==> src/rtl/mem_ctrl.sv <==
// Memory/device access controller: runs one CS-initiated access through
// IDLE -> ACCESS -> WAIT -> DONE and serves the keyboard/display registers.
module mem_ctrl #(
  parameter int unsigned WAIT_CYCLES = 2
) (
  input  logic        CLK,
  input  logic        RESET,
  input  logic        CS,
  input  logic        WE,
  input  logic [15:0] ADDR,
  input  logic [15:0] WDATA,
  output logic [15:0] RDATA,
  output logic        READY,
  output logic        mem_en,
  output logic        mem_we,
  output logic [15:0] mem_addr,
  output logic [15:0] mem_wdata,
  input  logic [15:0] mem_rdata,
  input  logic        kb_valid,
  input  logic [7:0]  kb_data,
  output logic        dd_valid,
  output logic [7:0]  dd_data,
  input  logic        dd_ready
);

  typedef enum logic [1:0] {IDLE, ACCESS, WAIT, DONE} state_t;

  localparam logic [15:0] DEV_BASE  = 16'hFE00;
  localparam logic [15:0] KBSR_ADDR = 16'hFE00;
  localparam logic [15:0] KBDR_ADDR = 16'hFE02;
  localparam logic [15:0] DSR_ADDR  = 16'hFE04;
  localparam logic [15:0] DDR_ADDR  = 16'hFE06;
  localparam logic [3:0]  CNT_LOAD  = 4'(WAIT_CYCLES - 1);

  state_t      state_q, state_d;
  logic [3:0]  cnt_q;
  logic [15:0] addr_q;
  logic [15:0] wdata_q;
  logic        we_q;
  logic [15:0] rdata_q;
  logic        kb_full;
  logic [7:0]  kbd;
  logic        dd_valid_q;
  logic [7:0]  dd_data_q;

  logic        is_dev;
  logic        enter_done;
  logic [15:0] dev_rdata;

  assign is_dev     = (addr_q >= DEV_BASE);
  assign enter_done = (state_q == WAIT) && (cnt_q == 4'd0);

  // NOTE: every signal assigned in an always_comb gets a default first, so no path leaves it unassigned and no latch is inferred.
  always_comb begin
    state_d = state_q;
    case (state_q)
      IDLE:    if (CS) state_d = ACCESS;
      ACCESS:  state_d = WAIT;
      WAIT:    if (cnt_q == 4'd0) state_d = DONE;
      DONE:    state_d = IDLE;
      default: state_d = IDLE;
    endcase
  end

  always_comb begin
    dev_rdata = 16'h0000;
    case (addr_q)
      KBSR_ADDR: dev_rdata = {kb_full, 15'b0};
      KBDR_ADDR: dev_rdata = {8'h00, kbd};
      DSR_ADDR:  dev_rdata = {~dd_valid_q, 15'b0};
      default:   dev_rdata = 16'h0000;
    endcase
  end

  // NOTE: state registers use non-blocking assignments so every flop samples pre-edge values, regardless of block order.
  always_ff @(posedge CLK or posedge RESET) begin
    if (RESET) begin
      state_q <= IDLE;
      cnt_q   <= 4'd0;
      addr_q  <= 16'h0000;
      wdata_q <= 16'h0000;
      we_q    <= 1'b0;
    end else begin
      state_q <= state_d;
      if (state_q == IDLE && CS) begin
        addr_q  <= ADDR;
        wdata_q <= WDATA;
        we_q    <= WE;
      end
      if (state_q == ACCESS)
        cnt_q <= CNT_LOAD;
      else if (state_q == WAIT && cnt_q != 4'd0)
        cnt_q <= cnt_q - 4'd1;
    end
  end

  // Read data lands on the edge entering DONE; writes leave it untouched.
  always_ff @(posedge CLK or posedge RESET) begin
    if (RESET)
      rdata_q <= 16'h0000;
    else if (enter_done && !we_q)
      rdata_q <= is_dev ? dev_rdata : mem_rdata;
  end

  // A fresh keystroke beats the clear from a simultaneous KBDR read.
  always_ff @(posedge CLK or posedge RESET) begin
    if (RESET) begin
      kb_full <= 1'b0;
      kbd     <= 8'h00;
    end else if (kb_valid) begin
      kb_full <= 1'b1;
      kbd     <= kb_data;
    end else if (enter_done && !we_q && addr_q == KBDR_ADDR) begin
      kb_full <= 1'b0;
    end
  end

  // A DDR write is only accepted while no character is pending.
  always_ff @(posedge CLK or posedge RESET) begin
    if (RESET) begin
      dd_valid_q <= 1'b0;
      dd_data_q  <= 8'h00;
    end else if (enter_done && we_q && addr_q == DDR_ADDR && !dd_valid_q) begin
      dd_valid_q <= 1'b1;
      dd_data_q  <= wdata_q[7:0];
    end else if (dd_valid_q && dd_ready) begin
      dd_valid_q <= 1'b0;
    end
  end

  assign mem_en    = (state_q == ACCESS) && !is_dev;
  assign mem_we    = mem_en && we_q;
  assign mem_addr  = addr_q;
  assign mem_wdata = wdata_q;
  assign RDATA     = rdata_q;
  assign READY     = (state_q == DONE);
  assign dd_valid  = dd_valid_q;
  assign dd_data   = dd_data_q;

endmodule

==> config.mk <==
export PLATFORM = sky130hd
export DESIGN_NAME = mem_ctrl
export DESIGN_NICKNAME = d
export VERILOG_FILES = /design/src/rtl/mem_ctrl.sv
export SDC_FILE = /design/constraint.sdc
export NUM_CORES = 1
export LEC_CHECK = 0
export ABC_AREA = 0
export CAP_MARGIN = 20
export CORE_MARGIN = 2
export CORE_UTILIZATION = 43
export DETAILED_ROUTE_END_ITERATION = 16
export PLACE_DENSITY = 0.81
export SYNTH_ARGS = -nofsm -noshare
export SYNTH_HDL_FRONTEND = slang
export SYNTH_SLANG_ARGS = --single-unit
export TNS_END_PERCENT = 1
==> constraint.sdc <==
create_clock -name CLK -period 2.85 [get_ports CLK]
set_clock_uncertainty 0.1 [all_clocks]
set_input_delay 0.4275 -clock CLK [delete_from_list [all_inputs] [get_ports CLK]]
set_output_delay 0.4275 -clock CLK [all_outputs]
set_load 0.05 [all_outputs]
==> results by group, run 1 <==
Floorplan
  – Top Ports: approximately 120
  – Core ar.: about 6900 sq um
  – Initial core utilization: 0.450
  – Die X: just under 90 microns
  – Die Y: ~90 microns
  – Cell Rows: 30
  – DIE AREA: approximately 7900 sq um

Synthesis
  – Mapped Area: roughly 3100 sq um
  – Mean area per synthesized cell: about 13 sq um
  – Mapped Nets: slightly above 300
  – FF+latch count, synth: 73
  – Sequential area share after synthesis: 0.591
  – Synth Warn #: 0
  – Syn Inst Count: roughly 240
  – Post-synth cell types: 38

Layout
  – Layout cells sized above 1: 0.221
  – Post-route cell area: 4650 sq um
  – Most frequent cells in the layout: 121 x clkdlybuf4s50_1, 73 x dfrtp_1, 49 x mux2_2, 20 x nor2_1, 19 x nand2_1
  – Final #Nets: between 400 and 500
  – Ant diodes: 0
  – Area grow syn2layout: 50.4%
  – Core Util, Final: 0.677
  – Reg area: roughly 1800 sq um
  – Multi-input gate area: about 1200 sq um
  – Fill cells: about 520
  – Most common cell after layout, fill and taps aside: clkdlybuf4s50_1

Clock tree
  – CTS sink count: 73
  – CTS Buf Count: 9
  – CTS tree: built
  – Clk root buf: clkbuf_8
  – Longest Clk Path Bufs: 2
  – Setup bufs post-CTS: 0
  – # H-tree levels: 3
  – Clock-pin slew on the worst setup and hold paths: 80 ps
  – Worst skew pair latency: 340 ps
  – Post_cts resized: 0
  – Hold Buf Count CTS: 0

STA
  – Relative slew slack: 0.572
  – Slew Limit Fails: 0
  – Setup violators final: 0
  – Worst-margin pin slew: about 640 ps
  – Final hold slack: around 230 ps
  – Period utilization: 0.940
  – Max Freq: 0.373 GHz
  – Total negative setup slack: 0 ps
  – Min cycle time layout: about 2700 ps
  – Unrepaired setup endpoints after global routing: false
  – Final Hold Violating Endpoints: 0

Worst setup path
  – Critical path endpoint category: primary output
  – CP Launch Type: register
  – Critical path type: register to primary output
  – Worst flop-to-flop path endpoint: RDATA[2]
  – R2R cell count: 6
  – CP startpoint: mem_addr[10]
  – Worst Path Arrival: 2150 ps
  – Peak fanout along the critical path: 3
  – Crit Reg-Reg Startpoint: cnt_q[0]
  – Flop2flop setup slack: 480 ps
  – WP data required: roughly 2300 ps

Route
  – Routed Antenna Nets: 0
  – Remaining DRCs: 0
  – Avg WL per Cell: between 15 and 20 microns
  – Via count: around 2300
  – Drt pass-1 iters: 4
  – Routed Wire Length: approximately 7.1 mm
  – DRT iter0 DRCs: 43
  – Via density per instance: ~5

GRT
  – Global-route usage over all layers: 0.193
  – Vias in the first global route: approximately 2400
  – Global-route wire length before repair: between 10 and 15 mm
  – GRT overflow: 0
  – Initial antenna violation count: 0
  – Largest net degree at the start of global routing: 39

Placed design
  – RD Place Congestion: roughly 0.80
  – Placed wire-length estimate: ~5.2 mm
  – IO Port Bufs: between 100 and 150
  – Placed inst area: between 4000 and 5000 sq um

Power and ir drop
  – Pwr Density: 1220 nW/um^2
  – Pleak: 2.00 nW
  – Max VDD drop: around 0.72 mV

Status
  – Status: complete, no violations

Flow run
  – # Max-Cap Violations: 0

Hold path
  – Hold Crit Class: input port to asynchronous set/reset pin
## cells in the mapped netlist (all sizes together)
library cell	number	area share
o32a	1	0.0032
or4b	2	0.0077
nor2b	1	0.0020
clkbuf	3	0.0040
nand4	2	0.0061
or3	1	0.0020
xor2	2	0.0057
nand2b	1	0.0020
nand4b	1	0.0028
xnor2	1	0.0028
nand3	10	0.016
mux2i	1	0.0032
nor2	20	0.024
mux2	49	0.18
and2	1	0.0020
a21oi	4	0.0065
ha	7	0.028
o21ai	2	0.0032
or3b	1	0.0028
a221oi	8	0.027
or4	1	0.0036
nor4	2	0.014
a21o	1	0.0024
inv	7	0.0085
or2	2	0.0040
and3	1	0.0020
dfrtp	73	0.59
nand3b	1	0.0024
nand2	19	0.023
nor3	3	0.0065
buf	7	0.012
## layout make-up
| class | count | area share |
|---|---|---|
| clock buffers | 10 | 0.0296 |
| clock inverters | 6 | 0.0194 |
| inverters | 7 | 0.00565 |
| multi-input cells | 145 | 0.255 |
| flip-flops and latches | 73 | 0.393 |
| well taps | 96 | 0.0258 |
| repair buffers | 126 | 0.271 |
## how the worst max path moves through the flow
| stage | end | depth (start not counted) |
|---|---|---|
| detailed placement | RDATA[2] | 6 |
| finish | mem_we | 4 |
| CTS | mem_we | 4 |
| global route | mem_we | 4 |
| floorplan | mem_we | 5 |
| global placement | mem_we | 4 |
## stage by stage
stage / power [W] / std cells / setup slack (ps)
floorplan: 0.00374 / 235 / 383
global placement: 0.00470 / 447 / 547
detailed placement: 0.00478 / 447 / 526
CTS: 0.00571 / 463 / 148
global route: 0.00595 / 463 / 48.7
finish: 0.00566 / 463 / 172
## where the power goes
part | internal, W | switching, W | total, W | leakage [nW]
Clock | 0.000520 | 0.000394 | 0.000914 | 0.113
Combinational | 0.00111 | 0.00188 | 0.00299 | 1.01
Sequential | 0.00145 | 0.000304 | 0.00175 | 0.878
## state kept, by name, summed over array words and instances, names as in the netlist
name / flops
dd_valid: 1
kbd: 8
mem_addr: 16
we_q: 1
kb_full: 1
state_q: 2
RDATA: 16
mem_wdata: 16
dd_data: 8
cnt_q: 4
## per-layer routing
metal,vias up,part of all wire,global-route usage
li1,1081,-,-
met5,-,0,0
met3,12,0.095,0.0737
met4,0,0.020,0.0799
met2,89,0.48,0.301
met1,1124,0.40,0.243
## worst max-delay path, stage by stage (launching register included)
cell	delay [ps]
dfrtp_1	370
nand4_1	180
or2_2	370
and3_1	190
clkdlybuf4s50_1	690
## cells by family (layout without fill, tap and decap cells)
kind of cell	count (synthesis)	after routing	share of synthesized area
compound gates	16	16	0.0421
xor+xnor	3	3	0.00850
simple gates	69	69	0.123
flops	73	73	0.591
fa+ha+maj	7	7	0.0283
buf+inv	17	149	0.0247
mux	50	50	0.182
(Power assumes the default switching activity.)
==> inputs of run 2 (changes only) <==
- HOLD_SLACK_MARGIN: unset -> 0.12
==> results of run 2 <==
Final layout, timing and power as in run 1 (identical DEF).
==> inputs of run 3 (changes only) <==
- SKIP_LAST_GASP: unset -> 1
==> results of run 3 <==
Final layout, timing and power as in run 1 (identical DEF).
